### config.mk
export PLATFORM = sky130hd
export DESIGN_NAME = zigzag_block_reader
export DESIGN_NICKNAME = d
export VERILOG_FILES = /design/src/rtl/zigzag_block_reader_pkg.sv /design/src/rtl/zigzag_block_reader.sv
export SDC_FILE = /design/constraint.sdc
export NUM_CORES = 2
export LEC_CHECK = 0
export CAP_MARGIN = 40
export CORE_MARGIN = 2
export CORE_UTILIZATION = 68
export CTS_CLUSTER_SIZE = 24
export DETAILED_ROUTE_END_ITERATION = 10
export GPL_ROUTABILITY_DRIVEN = 0
export PLACE_DENSITY = 0.85
export SLEW_MARGIN = 20
export SYNTH_ARGS = -nofsm -noshare
export SYNTH_HDL_FRONTEND = slang
export SYNTH_SLANG_ARGS = --single-unit
export TNS_END_PERCENT = 100
### constraint.sdc
create_clock -name clk -period 13.3 [get_ports clk]
set_clock_uncertainty 0.05 [all_clocks]
set_input_delay 3.325 -clock clk [delete_from_list [all_inputs] [get_ports clk]]
set_output_delay 3.325 -clock clk [all_outputs]
set_load 0.02 [all_outputs]
### src/rtl/zigzag_block_reader_pkg.sv
// Shared 8x8 block codec definitions: index types, block FSM states and the
// zigzag-to-raster address table (also used by the decoder's un-zigzag path).
package zigzag_block_reader_pkg;

  localparam int BLK_DIM  = 8;
  localparam int BLK_SIZE = 64;

  typedef logic [2:0] uv_t;       // column u or row v inside a block
  typedef logic [5:0] zz_idx_t;   // position along the zigzag scan
  typedef logic [5:0] lin_addr_t; // raster address 8*v+u

  typedef enum logic {
    FILL,
    DRAIN
  } state_e;

  // Entry i is the raster address of the i-th coefficient in JPEG zigzag order.
  localparam lin_addr_t ZZ_ADDR [BLK_SIZE] = '{
     0,  1,  8, 16,  9,  2,  3, 10,
    17, 24, 32, 25, 18, 11,  4,  5,
    12, 19, 26, 33, 40, 48, 41, 34,
    27, 20, 13,  6,  7, 14, 21, 28,
    35, 42, 49, 56, 57, 50, 43, 36,
    29, 22, 15, 23, 30, 37, 44, 51,
    58, 59, 52, 45, 38, 31, 39, 46,
    53, 60, 61, 54, 47, 55, 62, 63
  };

  function automatic lin_addr_t lin_addr(input uv_t u, input uv_t v);
    return {v, u};
  endfunction

endpackage

### src/rtl/zigzag_block_reader.sv
// Collects one 8x8 block of (u,v)-tagged coefficients, then streams it out in
// zigzag order over valid/ready. Fill and drain alternate; no double buffering.
module zigzag_block_reader
  import zigzag_block_reader_pkg::*;
#(
  parameter int COEF_W = 12
) (
  input  logic              clk,
  input  logic              rst,
  input  logic              restart,
  input  logic              in_valid,
  output logic              in_ready,
  input  logic [2:0]        in_u,
  input  logic [2:0]        in_v,
  input  logic [COEF_W-1:0] in_data,
  output logic              out_valid,
  input  logic              out_ready,
  output logic [COEF_W-1:0] out_data,
  output logic [5:0]        out_idx,
  output logic              out_last,
  output logic              done
);

  state_e            state_q, state_d;
  zz_idx_t           wr_cnt_q, wr_cnt_d;
  zz_idx_t           rd_idx_q, rd_idx_d;
  logic              done_q, done_d;
  logic              wr_en;
  logic [COEF_W-1:0] mem_q [BLK_SIZE];

  // NOTE: sequential state uses non-blocking assignments so every flop samples
  // pre-edge values, independent of block ordering.
  always_ff @(posedge clk) begin
    if (rst) begin
      state_q  <= FILL;
      wr_cnt_q <= '0;
      rd_idx_q <= '0;
      done_q   <= 1'b0;
    end else begin
      state_q  <= state_d;
      wr_cnt_q <= wr_cnt_d;
      rd_idx_q <= rd_idx_d;
      done_q   <= done_d;
    end
  end

  // NOTE: every output of this block gets a default first, so no path leaves a
  // signal unassigned and no latch is inferred.
  always_comb begin
    state_d   = state_q;
    wr_cnt_d  = wr_cnt_q;
    rd_idx_d  = rd_idx_q;
    done_d    = 1'b0;
    wr_en     = 1'b0;
    in_ready  = 1'b0;
    out_valid = 1'b0;
    if (restart) begin
      // Flush both counters but keep the buffer contents.
      state_d  = FILL;
      wr_cnt_d = '0;
      rd_idx_d = '0;
    end else begin
      unique case (state_q)
        FILL: begin
          in_ready = 1'b1;
          if (in_valid) begin
            wr_en    = 1'b1;
            wr_cnt_d = wr_cnt_q + 6'd1;
            if (wr_cnt_q == 6'd63) state_d = DRAIN;
          end
        end
        DRAIN: begin
          out_valid = 1'b1;
          if (out_ready) begin
            if (rd_idx_q == 6'd63) begin
              state_d  = FILL;
              wr_cnt_d = '0;
              rd_idx_d = '0;
              done_d   = 1'b1;
            end else begin
              rd_idx_d = rd_idx_q + 6'd1;
            end
          end
        end
        default: state_d = FILL;
      endcase
    end
  end

  // NOTE: the coefficient buffer is cleared on rst because a block that is only
  // partially rewritten must read 0 in the untouched entries; restart keeps it.
  always_ff @(posedge clk) begin
    if (rst) begin
      for (int i = 0; i < BLK_SIZE; i++) mem_q[i] <= '0;
    end else if (wr_en) begin
      mem_q[lin_addr(in_u, in_v)] <= in_data;
    end
  end

  assign out_data = mem_q[ZZ_ADDR[rd_idx_q]];
  assign out_idx  = rd_idx_q;
  assign out_last = out_valid && (rd_idx_q == 6'd63);
  assign done     = done_q;

endmodule
Word level (Yosys, flattened, before mapping)
Memory sizes are Yosys's and may differ from the RTL's.
Index checks and enable logic that the tools add are counted.

word-level totals
  bits in writable memories = 768
  memories = 2
  word-level logic and storage cells = 51
  input bits = 23
  register bits after elaboration = 14
  memory bits (read-only) = 384
  output and inout bits = 22

cells by class
  multiplexer cells = 28
  reductions and logical operators = 6
  bitwise operators = 3
  order comparisons = 1
  eq/ne operators = 5
  add/subtract/negate cells = 2

memory list
  name              words  bits a word  rd ports  clocked after Yosys merged registers in  wr ports  RTL line                    text
  mem_q             64     12           1         0                                        64        zigzag_block_reader.sv:29   logic [COEF_W-1:0] mem_q [BLK_SIZE];
  (name not given)  64     6            1         0                                        0         zigzag_block_reader.sv:100  assign out_data = mem_q[ZZ_ADDR[rd_idx_q]];

operators with widths
  kind                 count
  $mux 6               7
  $mux 1               18
  $add 6x1->6 const B  2
  $eq 6x6->1 const B   2
  $mux 12              1
  $pmux 6 s2           1
  $reduce_or 12->1     1
  $ge 7x7->1 const B   1
  $not 6->7            1
  $ne 2x2->1 const B   2
  $reduce_or 4->1      1
  $reduce_and 3->1     1
  $ne 2x1->1 const B   1
  $not 1->1            2
  $pmux 1 s2           1
  $reduce_and 2->1     1
  $reduce_or 2->1      1
  $logic_and 1x1->1    1

Logic depth before layout (Yosys ltp)
  depth in word-level cells = 8
  mapped depth = 16
  mapped depth without buffers = 11

Worst setup path before layout
Ideal clock, no wire load.

  path type = input-to-output
  start point = input restart
  end point = output out_last
  cell stages on the path = 3
  data required time = 9,925 ps
  path slack = 5,306 ps
  arrival time = 4,619 ps
  path buffers = 1
  path through = clkbuf_1 -> nor2b_1 -> nor4b_1

on the way
  longest elaborated chain between the ends = 2

ends and longest elaborated chain
  what                 RTL line                    text
  start, declared      zigzag_block_reader.sv:10   input logic restart,
  $mux 1               zigzag_block_reader.sv:57   if (restart) begin
  named net out_valid  zigzag_block_reader.sv:16   output logic out_valid,
  $logic_and 1x1->1    zigzag_block_reader.sv:102  assign out_last = out_valid && (rd_idx_q == 6'd63);
  end, declared        zigzag_block_reader.sv:20   output logic out_last,

The timed path passes the listed nets, and every way through them passes these cells.

Worst setup path after layout
  start point = register rd_idx_q[0] (netlist: out_idx[0])
  end point = output out_data[10]

on the way
  longest elaborated chain between the ends = 5

ends and longest elaborated chain
  what                                       RTL line                    text
  start, declared                            zigzag_block_reader.sv:26   zz_idx_t rd_idx_q, rd_idx_d;
  start signal, assigned                     zigzag_block_reader.sv:42   rd_idx_q <= rd_idx_d;
  $not 6->7 (not written as such)            zigzag_block_reader.sv:100
  $mem_v2 64x6                               --
  $mux 6 (not written as such) (2 in a row)  zigzag_block_reader.sv:100
  $mem_v2 64x12                              --
  end, declared                              zigzag_block_reader.sv:18   output logic [COEF_W-1:0] out_data,

No other way between the ends. The select of a mux whose other input is x is not followed.

==> run summary <==
Worst-margin pin slew - 1.06 ns
Logic gate share of total power - 3.9%
Count of hold buffers inserted by post-cts repair - 0
Via count of the first global-routing pass - 25100
Deepest level of the CTS H-tree - 3
Number of failing setup endpoints in the final timing report - 0
Crit path max fanout - 51
Std cell rows - 86
Setup CP Type - flop to output pin
Post-layout power - 0.00521 W
Number of enable flip-flop cells after synthesis - 768
Fraction of final layout cells sized beyond drive strength 1 - 10.7%
Max Clk Rate - 96.1 MHz
Die width - 240 µm
Count of port buffers added during placement - 44
Worst Path Arrival - 7.03 ns
Final Hold Violating Endpoints - 0
Fraction of the cycle the final worst path needs - 78.2%
Net switching fraction of the power - 21.7%
Max Slew Vio Count - 0
Boundary pin count - 45
Worst reg2reg path depth - 5
Sum of negative setup slack - 0 ns
Mean area per synthesized cell - 11.8 µm²
Number of CTS-inserted buffers - 78
Number of distinct library cell variants in the gate-level netlist after synthesis - 72
Switching Power - 0.00113 W
Total number of vias - 25900
Synth async-reset ratio - 0%
Pwr/cell area - 128 nW/µm²
Share of the synthesized area in compound gates (AO/OA/AOI/OAI) - 4.43%
Internal power - 0.00408 W
Post-CTS setup repair buffer count - 0
Register bit total from synthesis - 782
Clk Latency, worst-skew pair - 0.63 ns
Total Routed Length - 101000 µm
Count of maximum capacitance violations - 0
Hold Path Cell Cnt - 2
Gr ovfl total - 0
Adder and majority cell fraction of the synthesized area - 0.529%
Pleak - 14.4 nW
Area delta synth->final - 7.60%
Initial Utilization - 68.7%
Maximum clock path buffer count - 3
Clock sink count - 782
Share of cell area taken by muxes after synthesis - 3.86%
Via/cell ratio - 6.65
Main combinational cell family by area after synthesis - simple AND/OR/NAND/NOR gates
Worst hold slack after final layout - 0.462 ns
Post-Synth Simple-Gate Area - 25.4%
Fraction of synthesized cell area in xor and xnor cells - 0.185%
Die Span Y - 240 µm
HPWL Detailed - 59800 µm
Capturing element type of the critical path - output pin
Net count after synthesis - 3250
Sequential element share of the synthesized area - 61.7%
Global-route wire length before repair - 150000 µm
Die Area - 57600 µm²
Outcome - complete, no violations
Gates resized, CTS repair - 0
TritonCTS clock tree - yes
First-pass DRT Iterations - 8
Remaining antenna violation count - 0
Worst vdd rail ir drop - 0.100 mV
HP Class - flop to flop
Largest net degree at the start of global routing - 176
Warnings from Yosys - 0
Number of antenna violations at the first check in global routing - 0
Clock-pin slew reported for the worst setup and hold paths after clock tree synthesis - 0.06 ns
Overall Global Routing Usage - 35.4%
Smallest setup slack after layout - 2.90 ns
Setup repair after global routing missed its margin - no
Req. time, crit path - 9.93 ns
# DRC - 0
Dpl ws - 3.86 ns
Rel. slew slack - 28.6%
Total Nets Final - 3117
Relative contribution of the clock network to total power - 41.1%
Tmin final - 10.40 ns
Number of DRC markers in iteration 0 - 3904
Startpoint type of the worst setup path - flop
Netlist area before placement - 37900 µm²
Core region area - 55100 µm²
Final routed wire length divided by cell count - 25.9 µm
Mapped Cells - 3211
Sequential share of power - 55.0%
Most common flop cell mapped by yosys - sky130_fd_sc_hd__edfxtp_1
Clock Tree Root - sky130_fd_sc_hd__clkbuf_16
==> cell type report <==
class,count,area (µm²)
antenna,1,2.50
clock buffer,91,2040
clock inverter,48,378
fill,3373,14400
inverter,10,37.5
multi-input combinational,2112,13100
sequential,782,23300
tap,748,936
timing repair buffer,94,887
==> power by group through the flow <==
stage | Clock, W | Sequential, W | Combinational (W)
3_5_place_dp | 0 | 0.00291 | 0.000195
4_1_cts | 0.00213 | 0.00286 | 0.000196
5_1_grt | 0.00222 | 0.00287 | 0.000213
3_3_place_gp | 0 | 0.00291 | 0.000190
6_report | 0.00214 | 0.00286 | 0.000204
2_1_floorplan | 0 | 0.00289 | 0.000122
==> per-layer routing <==
metal | GRT usage, % | up-vias | wire [µm]
li1 | - | 11100 | -
met1 | 45.4 | 12600 | 34600
met2 | 54.1 | 1876 | 46300
met3 | 10.5 | 378 | 13800
met4 | 20.8 | 0 | 6050
met5 | 0 | - | 0
==> registers in the layout (all words and copies together) (netlist names) <==
signal	cells
mem_q	768
out_idx	6
wr_cnt_q	6
done	1
state_q	1
==> kinds of logic after synthesis <==
| group | after synthesis |
|---|---|
| xor gates and xnor gates | 8 |
| buffers and inverters | 317 |
| muxes | 67 |
| and+or+nand+nor | 1767 |
| DFF | 782 |
| adders and majority gates | 16 |
| AOI/OAI and AO/OA | 254 |
==> worst paths after layout <==
path / slack [ns] / endpoint / startpoint
setup / recovery: 2.90 / out_data[10] / out_idx[0]
hold / removal: 0.46 / wr_cnt_q[5] / wr_cnt_q[5]
setup reg to reg: 9.43 / mem_q[24][6] / state_q
hold reg to reg: 0.46 / wr_cnt_q[5] / wr_cnt_q[5]
==> cells in the final DEF, fill, tap and decap left out, drive strengths merged, types with 4 or more instances in the layout <==
cell,Yosys,layout
a2111o,11,11
nand4,67,67
clkinv,0,38
buf,100,63
nand2b,10,10
nor2b,8,8
clkdlybuf4s50,0,31
a311oi,6,6
a31o,11,11
nor3b,4,4
mux4,63,63
or3,13,13
a311o,13,13
dfxtp,14,14
nor4,17,17
ha,16,16
o22ai,25,25
or2,65,65
nor3,10,10
and3,15,15
xnor2,4,4
clkbuf,207,91
or4,11,11
o21ai,57,57
inv,10,12
edfxtp,768,768
nand3,254,254
nand2,422,422
xor2,4,4
a31oi,6,6
nor2,85,85
a211oi,14,14
a21oi,89,89
and2,771,771
bufinv,0,5
==> cells in the mapped netlist (all sizes together), types with 13 or more instances <==
cell type / instances / area share, %
ha: 16 / 0.53
or3: 13 / 0.21
a211oi: 14 / 0.29
and3: 15 / 0.25
a21oi: 89 / 1.2
nor4: 17 / 0.48
nand3: 254 / 3.4
buf: 100 / 1.7
nand2: 422 / 4.2
or2: 65 / 1.1
nand4: 67 / 1.1
mux4: 63 / 3.7
nor2: 85 / 0.89
clkbuf: 207 / 2.1
and2: 771 / 13
dfxtp: 14 / 0.74
o21ai: 57 / 0.75
o22ai: 25 / 0.43
edfxtp: 768 / 61
a311o: 13 / 0.34
==> critical path: stages, from the launching register on <==
cell                              delay, ns
sky130_fd_sc_hd__dfxtp_1               0.76
sky130_fd_sc_hd__inv_1                 0.34
sky130_fd_sc_hd__ha_1                  0.50
sky130_fd_sc_hd__nand2b_1              0.14
sky130_fd_sc_hd__a31oi_1               0.14
sky130_fd_sc_hd__o211a_2               0.28
sky130_fd_sc_hd__buf_4                 0.28
sky130_fd_sc_hd__nor2_8                0.67
sky130_fd_sc_hd__buf_4                 0.76
sky130_fd_sc_hd__mux4_2                0.38
sky130_fd_sc_hd__nand2_1               0.08
sky130_fd_sc_hd__a311o_1               0.40
sky130_fd_sc_hd__nor4_1                0.81
sky130_fd_sc_hd__clkdlybuf4s50_1       0.77
==> stage by stage <==
step | area [µm²] | instances | util (%)
finish | 40700 | 3886 | 73.9
global route | 40700 | 3885 | 73.9
CTS | 40500 | 3873 | 73.6
detailed placement | 38100 | 3734 | 69.2
global placement | 38000 | 3727 | 69.0
floorplan | 37900 | 3211 | -
(Power assumes the default switching activity.)
